===== config.mk =====
export PLATFORM = sky130hd
export DESIGN_NAME = antares_div_ctrl
export DESIGN_NICKNAME = d
export VERILOG_FILES = /design/src/rtl/antares_div_ctrl.sv
export SDC_FILE = /design/constraint.sdc
export NUM_CORES = 1
export LEC_CHECK = 0
export BUFFER_PORTS_ARGS = -buffer_cell sky130_fd_sc_hd__buf_4
export CORE_ASPECT_RATIO = 0.75
export CORE_MARGIN = 8
export CORE_UTILIZATION = 42
export DETAILED_ROUTE_END_ITERATION = 16
export PLACE_DENSITY_LB_ADDON = 0.1
export SLEW_MARGIN = 0
export SYNTH_ARGS = -nofsm -noshare
export SYNTH_HDL_FRONTEND = slang
export SYNTH_SLANG_ARGS = --single-unit
export TNS_END_PERCENT = 5

===== constraint.sdc =====
create_clock -name clk -period 1.77 [get_ports clk]
set_input_delay 0.0885 -clock clk [delete_from_list [all_inputs] [get_ports clk]]
set_output_delay 0.0885 -clock clk [all_outputs]
set_load 0.01 [all_outputs]

===== src/rtl/antares_div_ctrl.sv =====
// antares_div_ctrl: sequencer between the EX stage and the multi-cycle divider.
// It accepts one divide request and sends a one-cycle start pulse to the divider.
// It waits for the divider to finish, then writes the quotient to LO and the remainder to HI.
// It also handles MTHI/MTLO writes, pipeline flush and the divisor == 0 flag.
// Optional feature: define ANTARES_DIV0_FAST_EN to finish a divide by zero in one cycle.
// That path skips the divider and writes HI = dividend, LO = ZERO_QUOT.
module antares_div_ctrl #(
  parameter int                DATA_W    = 32,
  parameter logic [DATA_W-1:0] ZERO_QUOT = 32'hFFFFFFFF
) (
  input  logic              clk,
  input  logic              rst_n,
  input  logic              req_valid,
  input  logic              req_signed,
  input  logic [DATA_W-1:0] req_dividend,
  input  logic [DATA_W-1:0] req_divisor,
  output logic              req_ready,
  input  logic              flush,
  input  logic              hilo_we,
  input  logic              hilo_sel,
  input  logic [DATA_W-1:0] hilo_wdata,
  output logic [DATA_W-1:0] hi,
  output logic [DATA_W-1:0] lo,
  output logic              busy,
  output logic              done,
  output logic              div_zero,
  output logic              div_op_divs,
  output logic              div_op_divu,
  output logic [DATA_W-1:0] div_dividend,
  output logic [DATA_W-1:0] div_divisor,
  input  logic [DATA_W-1:0] div_quotient,
  input  logic [DATA_W-1:0] div_remainder,
  input  logic              div_stall
);

  typedef enum logic [1:0] {
    S_IDLE  = 2'd0,
    S_ISSUE = 2'd1,
    S_WAIT  = 2'd2,
    S_ZERO  = 2'd3
  } state_t;

  state_t            state_reg;
  state_t            state_next;
  logic [DATA_W-1:0] dividend_reg;
  logic [DATA_W-1:0] divisor_reg;
  logic              signed_reg;
  logic [DATA_W-1:0] hi_reg;
  logic [DATA_W-1:0] lo_reg;
  logic              done_reg;
  logic              div_zero_reg;
  logic              accept;

  assign accept = req_valid & req_ready;

  // State register; reset abandons any in-flight operation
  always_ff @(posedge clk or negedge rst_n) begin
    if (!rst_n) state_reg <= S_IDLE;
    else        state_reg <= state_next;
  end

  // Next-state logic; flush always returns to IDLE from an active state
  always_comb begin
    state_next = state_reg;
    case (state_reg)
      S_IDLE: begin
        if (accept) begin
`ifdef ANTARES_DIV0_FAST_EN
          if (req_divisor == '0) state_next = S_ZERO;
          else                   state_next = S_ISSUE;
`else
          state_next = S_ISSUE;
`endif
        end
      end
      S_ISSUE: state_next = flush ? S_IDLE : S_WAIT;
      S_WAIT:  if (flush || !div_stall) state_next = S_IDLE;
`ifdef ANTARES_DIV0_FAST_EN
      S_ZERO:  state_next = S_IDLE;
`endif
      default: state_next = S_IDLE;
    endcase
  end

  // Outputs decoded from state; the start pulse lasts exactly the ISSUE cycle
  always_comb begin
    req_ready   = (state_reg == S_IDLE) & ~flush;
    busy        = (state_reg != S_IDLE);
    div_op_divs = (state_reg == S_ISSUE) &  signed_reg;
    div_op_divu = (state_reg == S_ISSUE) & ~signed_reg;
  end

  // Operand latch, HI/LO update and status flags
  always_ff @(posedge clk or negedge rst_n) begin
    if (!rst_n) begin
      dividend_reg <= '0;
      divisor_reg  <= '0;
      signed_reg   <= 1'b0;
      hi_reg       <= '0;
      lo_reg       <= '0;
      done_reg     <= 1'b0;
      div_zero_reg <= 1'b0;
    end else begin
      done_reg <= 1'b0;
      case (state_reg)
        S_IDLE: begin
          // An MTHI/MTLO write in the same cycle as an acceptance still lands;
          // the divide result overwrites it later.
          if (hilo_we) begin
            if (hilo_sel) hi_reg <= hilo_wdata;
            else          lo_reg <= hilo_wdata;
          end
          if (accept) begin
            dividend_reg <= req_dividend;
            divisor_reg  <= req_divisor;
            signed_reg   <= req_signed;
            div_zero_reg <= (req_divisor == '0);
          end
        end
        S_WAIT: begin
          // flush takes priority over a capture in the same cycle
          if (!flush && !div_stall) begin
            lo_reg   <= div_quotient;
            hi_reg   <= div_remainder;
            done_reg <= 1'b1;
          end
        end
`ifdef ANTARES_DIV0_FAST_EN
        S_ZERO: begin
          if (!flush) begin
            lo_reg   <= ZERO_QUOT;
            hi_reg   <= dividend_reg;
            done_reg <= 1'b1;
          end
        end
`endif
        default: ;
      endcase
    end
  end

  assign hi           = hi_reg;
  assign lo           = lo_reg;
  assign done         = done_reg;
  assign div_zero     = div_zero_reg;
  assign div_dividend = dividend_reg;
  assign div_divisor  = divisor_reg;

endmodule

Yosys cells after proc, flatten, opt, wreduce, memory -nomap -nowiden
Cells that the tools add are included.
Widths: inputs -> output; s select.
- reductions and logical operators: 12
- eq/ne operators: 8
- mux-type cells: 14
- bitwise operators: 6
- operators by type and width (operator ; number):
    $mux 32 ; 6
    $pmux 32 s2 ; 2
    $logic_not 32->1 ; 1
    $ne 2x2->1 const B ; 6
    $reduce_and 4->1 ; 2
    $mux 2 ; 3
    $pmux 2 s3 ; 1
    $and 1x1->1 ; 4
    $reduce_and 2->1 ; 2
    $reduce_bool 2->1 ; 2
    $eq 2x1->1 const B ; 1
    $eq 2x2->1 const B ; 1
    $logic_not 1->1 ; 2
    $logic_not 2->1 ; 1
    $mux 1 ; 2
    $not 1->1 ; 2
    $logic_and 1x1->1 ; 1
    $logic_or 1x1->1 ; 1
- output and inout port bits: 134
- bits in registers: 133
- word-level logic and storage cells: 48

Longest topological paths before layout
- word-level depth: 5
- gate-level depth with buffers: 7
- mapped depth without buffers: 5

Worst setup path before layout
No wires, ideal clock.
- kind: reg2reg
- start: reg state_reg[0]
- end: reg divisor_reg[10] (netlist: div_divisor[10])
- stages on the path, launching flop included: 7
- buffers on the path: 2
- path slack: -37 ps
- arrival time: 1682 ps
- cell sequence: dfrtp_1 -> nor3_1 -> nand2_1 -> inv_2 -> buf_4 -> buf_6 -> mux2_2
- cells in the longest elaborated chain, start to end: 4
- RTL lines (what ; RTL line ; source):
    from (decl) ; 43 ; state_t state_reg;
    from (signal assigned) ; 59 ; else state_reg <= state_next;
    $logic_not 2->1 ; 87 ; req_ready = (state_reg == S_IDLE) & ~flush;
    $and 1x1->1 ; 87 ;
    via req_ready ; 17 ; output logic req_ready,
    $and 1x1->1 ; 54 ; assign accept = req_valid & req_ready;
    $reduce_and 2->1 (no source line) ; -- ;
    to (signal assigned) ; 115 ; divisor_reg <= req_divisor;
    to (decl) ; 46 ; logic [DATA_W-1:0] divisor_reg;
The timed path passes the listed nets, and every way through them passes these cells.
A chain may end at the register's enable or synchronous reset.

Worst setup path in the final report
- start: in flush
- end: reg lo_reg[24] (netlist: lo[24])
- cells in the longest elaborated chain, start to end: 4
- RTL lines (what ; RTL line ; source):
    from (decl) ; 18 ; input logic flush,
    $logic_not 1->1 ; 122 ; if (!flush && !div_stall) begin
    $logic_and 1x1->1 ; 122 ;
    $ne 2x2->1 (no source line) ; -- ;
    $reduce_and 4->1 (no source line) ; -- ;
    to (signal assigned) ; 111 ; else lo_reg <= hilo_wdata;
    to (signal assigned) ; 123 ; lo_reg <= div_quotient;
    to (decl) ; 49 ; logic [DATA_W-1:0] lo_reg;
Every way passes these cells.

==> results.md <==
* Worst-path clk slew at 0.06 ns
* CTS Buf Count at 17
* Via count at 4,657
* Worst-path cell chain: dlygate4sd3_1 > buf_4 > or3b_4 > a21oi_4 > buf_12 > clkbuf_16 > mux2_4
* Footprint of the multi-input gates at 0.002499 mm2
* Dpl cells at 857
* Initial Util at 0.4230
* Final Hold Fails at 0
* Routed wire length at 19.23 mm
* Htree depth at 4
* Critical path endpoint category: flop
* Initial antenna violation count at 0
* Critical path fanouts, max at 6
* Unique masters post-synth at 24
* Wire length per cell at 19.93 um
* Number of diodes at 0
* Run status: complete, but fails checks
* CP max-delay cell: dlygate4sd3_1
* Post-Syn Instances at 378
* I/O Pins at 302
* Register Area at 0.003328 mm2
* Tot GR Track Use at 0.2023
* First-pass GRT wire length at 29.69 mm
* Die Area at 0.01844 mm2
* Final Skew at 0.007461 ns
* Least-Margin Pin Slew at 0.5227 ns
* Clk sinks at 133
* Worst Path Buf+Inv at 4
* FMAX at 564.4 MHz
* Failing checks: negative setup slack
* RSZ-0062 raised after global routing: true
* PwrDens at 1092 mW/mm2
* Drt first pass iters at 5
* Relative slew slack at 0.6515
* Fin area at 0.01006 mm2
* Core Footprint at 0.01422 mm2
* CTS tree: yes
* Vias in the first global route at 5,384
* Cell leakage power at 4.711 nW
* Post-synthesis average cell area at 15.91 um2
* Library cell with the largest summed area after synthesis: dfrtp_1
* Worst R2R Path Depth at 5
* Hold depth at 3
* Final Non-Filler Cells at 965
* WP depth at 7
* Critical path type: in -> reg
* Final setup viols at 1
* Flops & latches, synth at 133
* Fin crit share at 1.001
* Top cells by area, synth: dfrtp_1 55%, mux2_2 30%, mux2_4 7.5%, buf_6 1.5%, buf_12 1.0%
* Synth top area share at 0.5535
* Maximum clock insertion buffer count at 2
* Syn Nets at 546
* Fillcell total at 1,038
* Residual DRC at 0
* CTS Root Cell: clkbuf_16
* 1st-iter DRT viols at 118
* CP arrival at 2.06 ns
* Gp weighted congestion at 0.7723
* Area growth syn-to-layout at 67.23%
* Crit path largest cell delay at 0.56 ns
* DR vias/cell at 4.826
* Post-DRT Antenna Nets at 0
* Die Ht at 119.6 um
* Cell area after synthesis at 0.006013 mm2
* Startpoint types: input port
* Fin crit period at 1.772 ns
* Clk_lat worst skew at 0.40 ns
* Max-cap violation count at 0
* Worst Path Required at 2.06 ns
* Final core utilization at 0.7074
* Hold Crit Class: in -> reg
* CP delay by family, top: buffers and inverters
* Setup ws final at -0.001941 ns
* GRT overflow at 0
* Net count of the finished layout at 940
* Register area share after synthesis at 0.5535
* Row cnt at 38
* Die W at 154.2 um
* Number of port buffers at 301
* Largest net degree at the start of global routing at 51
* Ratio of cells with drive above 1 in the final layout at 0.7121
* Most frequent cells in the layout: 306 x buf_4, 161 x mux2_2, 133 x dfrtp_1, 70 x dlygate4sd3_1, 31 x mux2_4
* Max Slew Vio Count at 0
* Area after DPL at 0.008594 mm2
* Yosys warns at 0
* VDD IR max at 836.4 uV
* Detailed Place HPWL at 14.16 mm
* Most common cell after layout, fill and taps aside: buf_4
## routing by layer
layer / track usage / routed length, um / up-vias
li1: - / - / 2164
met1: 0.2200 / 7433 / 2301
met2: 0.3553 / 9856 / 169
met4: 0.06716 / 412 / 0
met5: 0 / 0 / -
met3: 0.08154 / 1526 / 23
## cells in the mapped netlist (all sizes together)
| cell | count |
|---|---|
| mux2 | 192 |
| nand2b | 3 |
| nor2 | 2 |
| or3b | 2 |
| or2 | 1 |
| inv | 2 |
| nand2 | 3 |
| nand4 | 2 |
| buf | 21 |
| o31ai | 1 |
| a21oi | 3 |
| o21ai | 1 |
| nor3 | 2 |
| nor4 | 8 |
| dfrtp | 133 |
| nand3b | 1 |
| nor2b | 1 |
## layout make-up
type | instances | area share
clock inverters | 14 | 0.01742
repair buffers | 396 | 0.3368
well taps | 180 | 0.02240
multi-input cells | 222 | 0.2485
flip-flops and latches | 133 | 0.3310
inverters | 2 | 0.001244
clock buffers | 18 | 0.04268
## power breakdown
group | total, mW | internal [mW] | switching [mW]
clock network | 3.62 | 2.24 | 1.38
logic | 3.25 | 2.01 | 1.25
registers | 4.11 | 3.72 | 0.394
total | 11.0 | 7.97 | 3.02
## final timing paths
check,startpoint,endpoint,slack [ns]
max in group asynchronous,rst_n,div_divisor[8],0.98
worst max-delay path,flush,lo[24],-0.002
min in group asynchronous,rst_n,div_dividend[28],0.20
worst min-delay path,div_remainder[8],hi[8],0.04
worst min register to register,hi[10],hi[10],0.51
worst max register to register,state_reg[1],lo[24],0.02
## metrics by stage
step                      setup TNS [ns]  setup WS [ns]  hold slack [ns]  total power, mW
after floorplan                        0        0.04642          -0.2071            5.446
after global placement                 0        0.02894          0.07537            7.175
after detailed placement       -0.002576      -0.002576          0.07926            7.259
after CTS                              0        0.01820          0.01155            11.03
after global routing             -0.3965       -0.02444          0.02403            11.49
final                          -0.001941      -0.001941          0.03867            10.98
## timing repair
action / CTS / global route
hold endpoints to repair: 113 / 1
endpoints found under the setup margin: 1 / 28
pin swaps: 1 / 2
hold buffers: 69 / 1
gates cloned: 0 / 5
resized for setup: 0 / 8
buffers inserted: 0 / 1
## logic make-up (layout without fill, tap and decap cells)
kind of cell    count (synthesis)  count (layout)  synth area share
simple gates                   25              25           0.02497
buf+inv                        23             430           0.03496
flops                         133             133            0.5535
compound gates                  5               5          0.008322
mux                           192             192            0.3783
## worst reg2reg max path, delay by kind of cell, from the launching register on
kind | cells | cell delay (ns)
AOI/OAI and AO/OA | 1 | 0.21
buffers and inverters | 2 | 0.31
and+or+nand+nor | 1 | 0.43
DFF | 1 | 0.39
muxes | 1 | 0.30
(Power assumes the default switching activity.)
